## config.mk

```make
export PLATFORM = sky130hd
export DESIGN_NAME = uart_rx_flat
export DESIGN_NICKNAME = d
export VERILOG_FILES = /design/src/rtl/uart_pkg.sv /design/src/rtl/uart_rx_if.sv /design/src/rtl/uart_rx_sync.sv /design/src/rtl/uart_rx.sv /design/src/flat_wrapper.sv
export SDC_FILE = /design/constraint.sdc
export NUM_CORES = 1
export LEC_CHECK = 0
export CAP_MARGIN = 30
export CORE_ASPECT_RATIO = 0.6
export CORE_MARGIN = 1
export CORE_UTILIZATION = 40
export CTS_CLUSTER_SIZE = 24
export DETAILED_ROUTE_END_ITERATION = 6
export GPL_TIMING_DRIVEN = 0
export SYNTH_ARGS = -nofsm -noshare
export SYNTH_HDL_FRONTEND = slang
export SYNTH_HIERARCHICAL = 1
export SYNTH_SLANG_ARGS = --single-unit
```

## constraint.sdc

```tcl
create_clock -name clk -period 4.16 [get_ports clk]
set_input_delay 0.624 -clock clk [delete_from_list [all_inputs] [get_ports clk]]
set_output_delay 0.624 -clock clk [all_outputs]
set_load 0.02 [all_outputs]
```

## src/rtl/uart_pkg.sv

```systemverilog
// Shared types and constants for the UART receive path.
// Frame: start(0), LSB-first data, optional even parity, stop(1).
package uart_pkg;

    typedef enum logic [2:0] {
        RX_IDLE   = 3'd0,
        RX_START  = 3'd1,
        RX_DATA   = 3'd2,
        RX_PARITY = 3'd3,
        RX_STOP   = 3'd4
    } rx_state_t;

    localparam logic START_BIT = 1'b0;
    localparam logic STOP_BIT  = 1'b1;

    localparam int DEF_OVERSAMPLE = 16;
    localparam int DEF_DATA_BITS  = 8;

endpackage

```

## src/rtl/uart_rx_if.sv

```systemverilog
// Receive-side result bus: byte, valid strobe, error flags and busy.
// The receiver drives it through master; consumers read it through slave.
interface uart_rx_if #(
    parameter int DATA_BITS = uart_pkg::DEF_DATA_BITS
);
    logic [DATA_BITS-1:0] rx_data;
    logic                 rx_valid;
    logic                 parity_err;
    logic                 frame_err;
    logic                 busy;

    modport master (output rx_data, rx_valid, parity_err, frame_err, busy);
    modport slave  (input  rx_data, rx_valid, parity_err, frame_err, busy);
endinterface

```

## src/rtl/uart_rx_sync.sv

```systemverilog
// Two-flop synchroniser for the rx line (idle high) plus a falling-edge
// detect measured between consecutive sample ticks.
module uart_rx_sync (
    input  logic clk,
    input  logic nrst,
    input  logic i_tick,
    input  logic i_rx,
    output logic o_rxs,
    output logic o_fall
);
    logic r_meta;
    logic r_rxs;
    logic r_rxs_d;

    // rxs_d only moves on ticks so an edge between ticks is still seen on the next tick
    always_ff @(posedge clk or negedge nrst) begin
        if (!nrst) begin
            r_meta  <= 1'b1;
            r_rxs   <= 1'b1;
            r_rxs_d <= 1'b1;
        end else begin
            r_meta <= i_rx;
            r_rxs  <= r_meta;
            if (i_tick)
                r_rxs_d <= r_rxs;
        end
    end

    assign o_rxs  = r_rxs;
    assign o_fall = r_rxs_d & ~r_rxs;

endmodule

```

## src/rtl/uart_rx.sv

```systemverilog
// Oversampling UART receiver: validates the start bit at mid-bit, samples
// data/parity/stop at bit centres and reports each frame with a 1-clk valid.
module uart_rx
    import uart_pkg::*;
#(
    parameter int OVERSAMPLE = DEF_OVERSAMPLE,
    parameter int DATA_BITS  = DEF_DATA_BITS
) (
    input  logic      clk,
    input  logic      nrst,
    input  logic      sample_tick,
    input  logic      rx_in,
    input  logic      parity_en,
    uart_rx_if.master rx_bus
);
    localparam int TW = $clog2(OVERSAMPLE);
    localparam int BW = $clog2(DATA_BITS) + 1;

    localparam logic [TW-1:0] T_ONE    = TW'(1);
    localparam logic [TW-1:0] HALF_M1  = TW'(OVERSAMPLE / 2 - 1);
    localparam logic [TW-1:0] FULL_M1  = TW'(OVERSAMPLE - 1);
    localparam logic [BW-1:0] B_ONE    = BW'(1);
    localparam logic [BW-1:0] LAST_BIT = BW'(DATA_BITS - 1);

    logic w_rxs;
    logic w_fall;

    uart_rx_sync u_sync (
        .clk    (clk),
        .nrst   (nrst),
        .i_tick (sample_tick),
        .i_rx   (rx_in),
        .o_rxs  (w_rxs),
        .o_fall (w_fall)
    );

    rx_state_t            r_state;
    logic [TW-1:0]        r_tick_cnt;
    logic [BW-1:0]        r_bit_cnt;
    logic [DATA_BITS-1:0] r_shift;
    logic                 r_par_en;
    logic                 r_perr;
    logic [DATA_BITS-1:0] r_data;
    logic                 r_valid;
    logic                 r_perr_o;
    logic                 r_ferr;
    logic                 r_busy;

    logic [DATA_BITS-1:0] w_shift_nxt;

    generate
        if (DATA_BITS == 1) begin : g_one
            assign w_shift_nxt = w_rxs;
        end else begin : g_multi
            assign w_shift_nxt = {w_rxs, r_shift[DATA_BITS-1:1]};
        end
    endgenerate

    always_ff @(posedge clk or negedge nrst) begin
        if (!nrst) begin
            r_state    <= RX_IDLE;
            r_tick_cnt <= '0;
            r_bit_cnt  <= '0;
            r_shift    <= '0;
            r_par_en   <= 1'b0;
            r_perr     <= 1'b0;
            r_data     <= '0;
            r_valid    <= 1'b0;
            r_perr_o   <= 1'b0;
            r_ferr     <= 1'b0;
            r_busy     <= 1'b0;
        end else begin
            r_valid <= 1'b0;
            if (sample_tick) begin
                case (r_state)
                    RX_IDLE: begin
                        if (w_fall) begin
                            r_tick_cnt <= '0;
                            r_state    <= RX_START;
                            r_busy     <= 1'b1;
                        end
                    end
                    RX_START: begin
                        if (r_tick_cnt == HALF_M1) begin
                            r_tick_cnt <= '0;
                            if (w_rxs == START_BIT) begin
                                // parity mode is frozen for the whole frame here
                                r_par_en  <= parity_en;
                                r_perr    <= 1'b0;
                                r_bit_cnt <= '0;
                                r_state   <= RX_DATA;
                            end else begin
                                r_state <= RX_IDLE;
                                r_busy  <= 1'b0;
                            end
                        end else begin
                            r_tick_cnt <= r_tick_cnt + T_ONE;
                        end
                    end
                    RX_DATA: begin
                        if (r_tick_cnt == FULL_M1) begin
                            r_tick_cnt <= '0;
                            r_shift    <= w_shift_nxt;
                            r_bit_cnt  <= r_bit_cnt + B_ONE;
                            if (r_bit_cnt == LAST_BIT)
                                r_state <= r_par_en ? RX_PARITY : RX_STOP;
                        end else begin
                            r_tick_cnt <= r_tick_cnt + T_ONE;
                        end
                    end
                    RX_PARITY: begin
                        if (r_tick_cnt == FULL_M1) begin
                            r_tick_cnt <= '0;
                            r_perr     <= w_rxs ^ (^r_shift);
                            r_state    <= RX_STOP;
                        end else begin
                            r_tick_cnt <= r_tick_cnt + T_ONE;
                        end
                    end
                    RX_STOP: begin
                        if (r_tick_cnt == FULL_M1) begin
                            r_tick_cnt <= '0;
                            r_data     <= r_shift;
                            r_perr_o   <= r_par_en & r_perr;
                            r_ferr     <= (w_rxs != STOP_BIT);
                            r_valid    <= 1'b1;
                            r_state    <= RX_IDLE;
                            r_busy     <= 1'b0;
                        end else begin
                            r_tick_cnt <= r_tick_cnt + T_ONE;
                        end
                    end
                    default: begin
                        r_state <= RX_IDLE;
                        r_busy  <= 1'b0;
                    end
                endcase
            end
        end
    end

    assign rx_bus.rx_data    = r_data;
    assign rx_bus.rx_valid   = r_valid;
    assign rx_bus.parity_err = r_perr_o;
    assign rx_bus.frame_err  = r_ferr;
    assign rx_bus.busy       = r_busy;

endmodule

```

## src/flat_wrapper.sv

```systemverilog
// flat-port wrapper written by rule: the top's interface ports become plain ports
module uart_rx_flat import uart_pkg::*;
#(
    parameter int OVERSAMPLE = DEF_OVERSAMPLE,
    parameter int DATA_BITS  = DEF_DATA_BITS
)
  (clk, nrst, sample_tick, rx_in, parity_en, rx_bus_rx_data, rx_bus_rx_valid, rx_bus_parity_err, rx_bus_frame_err, rx_bus_busy);
  uart_rx_if #(.DATA_BITS(DATA_BITS)) rx_bus_i ();
  input  logic clk;
  input  logic nrst;
  input  logic sample_tick;
  input  logic rx_in;
  input  logic parity_en;
  output wire logic [$bits(rx_bus_i.rx_data)-1:0] rx_bus_rx_data;
  output wire logic [$bits(rx_bus_i.rx_valid)-1:0] rx_bus_rx_valid;
  output wire logic [$bits(rx_bus_i.parity_err)-1:0] rx_bus_parity_err;
  output wire logic [$bits(rx_bus_i.frame_err)-1:0] rx_bus_frame_err;
  output wire logic [$bits(rx_bus_i.busy)-1:0] rx_bus_busy;
  assign rx_bus_rx_data = rx_bus_i.rx_data;
  assign rx_bus_rx_valid = rx_bus_i.rx_valid;
  assign rx_bus_parity_err = rx_bus_i.parity_err;
  assign rx_bus_frame_err = rx_bus_i.frame_err;
  assign rx_bus_busy = rx_bus_i.busy;
  uart_rx #(.OVERSAMPLE(OVERSAMPLE), .DATA_BITS(DATA_BITS)) u_core (.clk(clk), .nrst(nrst), .sample_tick(sample_tick), .rx_in(rx_in), .parity_en(parity_en), .rx_bus(rx_bus_i));
endmodule
```

==> flow_summary.ini <==
[synth]
yosysMostFrequentCell = nand2_1
synthesis.nets = 181
yosys_register_bits = 36
synth_compound_area_frac = 0.1255
synth_top_family_by_area = simple AND/OR/NAND/NOR gates
ys_seq_area_frac = 0.5042
synth_area_um2 = 1794
syn_area_per_cell_um2 = 10.31
synth-adder-area-share = 0.01395
async_flop_share = 1.000
synth_xor_xnor_area_share = 0.04184
synthMuxAreaShare = 0.07741
synth_top_area_frac = 0.4603
synth_flop_cell = dfrtp_1
synth.area.top_cells = dfrtp_1 46%, nand2_1 7.1%, mux2_2 6.9%, dfstp_2 4.4%, o21ai_0 3.1%
synth.distinct_cells = 48
synth_edf_count = 0
yosysWarnings = 6
syn_inst = 174
yosys.area_share.simple = 0.2113
yosys.area.top_type = dfrtp_1
synthTopCellsByCount = 34 x nand2_1, 33 x dfrtp_1, 11 x mux2_2, 11 x o21ai_0

[status]
outcome = completed

[placed_design]
dp_hpwl_um = 2662
gp_congestion = 0.9034
numPortBuffers = 16

[worst_setup_path]
critPathRequiredTime_ns = 4.33
cpPeakStageDelay_ns = 0.68
cp_max_fo = 10
crit_arrival_ns = 2.52
crit_path_start_kind = input port
cp-end-kind = register
criticalPathCategory = input port to register
crit_slowest_cell = clkdlybuf4s50_1
crit_chain = clkdlybuf4s50_1 > nand4_1 > nor3_4 > mux2_2

[timing]
setup_violations = 0
finalMaxSlewViolations = 0
clock.fmax_mhz = 425.5
worst_pin_slew_ns = 0.8926
timing.final.crit_share = 0.5649
clock_skew_ns = 0.004053
rsz0062_at_grt = false
tns_ns = 0
period_needed_ns = 2.350
slew-limit-headroom = 0.3974
finalHoldViolCount = 0

[final_layout]
drive_gt1_frac = 0.1667
final_nets = 204
regArea_um2 = 904.6
area_growth_pct = 18.41
antenna_cells = 0
multi_input_area_um2 = 843.3
fillers = 399

[clocking]
root_buffer = clkbuf_8
hold_buffers = 0
ctsResizeCount = 0
clk_latency_ns = 0.28
clk_pin_slew_ns = 0.07
cts_num_sinks = 36
clockBufferDepth = 2
postCtsSetupBuffers = 0
cts-buffers-inserted = 5
htreeDepth = 2
cts_tree = yes

[floorplan]
start_util = 0.4260
core_area_um2 = 4212
die_width_um = 88.47
boundaryPins = 17
rows = 18
die_area_um2 = 4766
die_h_um = 53.88

[route]
drc = 0
drt-total-wl_um = 3740
viasPerCell = 5.205
vias = 1343
first_pass_iters = 4
ant_nets = 0
drtIter0Drc = 100
post_drt_wl_per_cell_um = 14.50

[pwr]
power_uw = 1192
p_per_area_nw_per_um2 = 561.1
p_leak_uw = 0.0009581
max-vdd-ir-drop_uv = 201.1

[grt]
grt_pass1_vias = 1247
track_usage = 0.1767
antenna_found_initial = 0
grt_pass1_wl_um = 6078
overflow = 0
grt_start_max_net_pins = 37

[run]
cap_viol_max_count = 0

[min_path]
hold_class = register to register
-- power by group --
group	internal, µW	switching, µW
combinational	201	230
sequential	419	69.8
clock	151	122
total	771	422
-- cell families (layout without fill, tap and decap cells) --
family,after synthesis,after routing
flops,36,36
fa+ha+maj,2,2
buf+inv,10,34
compound gates,34,34
xor+xnor,7,7
simple gates,73,73
mux,12,12
-- layer usage --
metal | share of wire | GRT usage
met4 | 0.0027 | 0.06183
met1 | 0.53 | 0.2666
met3 | 0.044 | 0.04755
met5 | 0 | 0
met2 | 0.42 | 0.2397
-- metrics by stage --
step                      hold slack, ns  instances  setup WS, ns    util  cell area, µm²
final                             0.3634        258         1.810  0.5045            2125
after global routing              0.3683        258         1.684  0.5045            2125
after CTS                         0.3696        258         1.816  0.5045            2125
after detailed placement          0.3517        250         1.522  0.4807            2024
after global placement            0.3483        250         1.550  0.4819            2029
after floorplan                   0.3284        174         2.425       -            1794
-- placed cells by master (no fill, tap or decap), drive strengths merged, types with 4 or more instances in the layout --
cell / netlist / final
dfrtp: 33 / 33
nand2: 34 / 34
nand3: 6 / 6
o31ai: 4 / 4
o21ai: 12 / 12
buf: 3 / 4
inv: 4 / 4
nor3: 4 / 4
mux2: 12 / 12
clkbuf: 2 / 10
clkdlybuf4s50: 0 / 15
xnor2: 4 / 4
nor2b: 5 / 5
a21oi: 6 / 6
nor2: 4 / 4
nand2b: 6 / 6
-- state kept, by name (all words and copies together), names as in the netlist --
name	count
u_core/rx_bus.busy	1
u_core/u_sync/o_rxs	1
u_core/r_tick_cnt	4
u_core/u_sync/r_meta	1
u_core/r_state	3
u_core/r_par_en	1
u_core/r_perr	1
u_core/u_sync/r_rxs_d	1
u_core/rx_bus.parity_err	1
u_core/rx_bus.rx_data	8
u_core/rx_bus.frame_err	1
u_core/r_shift	8
u_core/rx_bus.rx_valid	1
u_core/r_bit_cnt	4
-- layout make-up --
cell class	count	share of cell area
Tap cell	60	0.03534
Sequential cell	36	0.4258
Multi-Input combinational cell	128	0.3969
Buffer	5	0.01296
Inverter	5	0.008834
Timing Repair Buffer	16	0.07303
Clock buffer	8	0.04711
-- critical path: cells and delay by family --
kind	cells	cell delay (ns)
simple gates	2	0.82
mux	1	0.39
buf+inv	1	0.68
-- final timing paths --
kind | startpoint | end | slack (ns) | cells after the start
max in group asynchronous | nrst | u_core/rx_bus.rx_data[4] | 3.21 | 1
worst max-delay path | sample_tick | u_core/r_shift[7] | 1.81 | 4
worst min register to register | u_core/u_sync/r_meta | u_core/u_sync/o_rxs | 0.36 | 0
min in group asynchronous | nrst | u_core/rx_bus.rx_data[2] | 0.43 | 1
worst min-delay path | u_core/u_sync/r_meta | u_core/u_sync/o_rxs | 0.36 | 0
worst max register to register | u_core/r_tick_cnt[0] | u_core/r_bit_cnt[1] | 2.01 | 5
(Power assumes the default switching activity.)
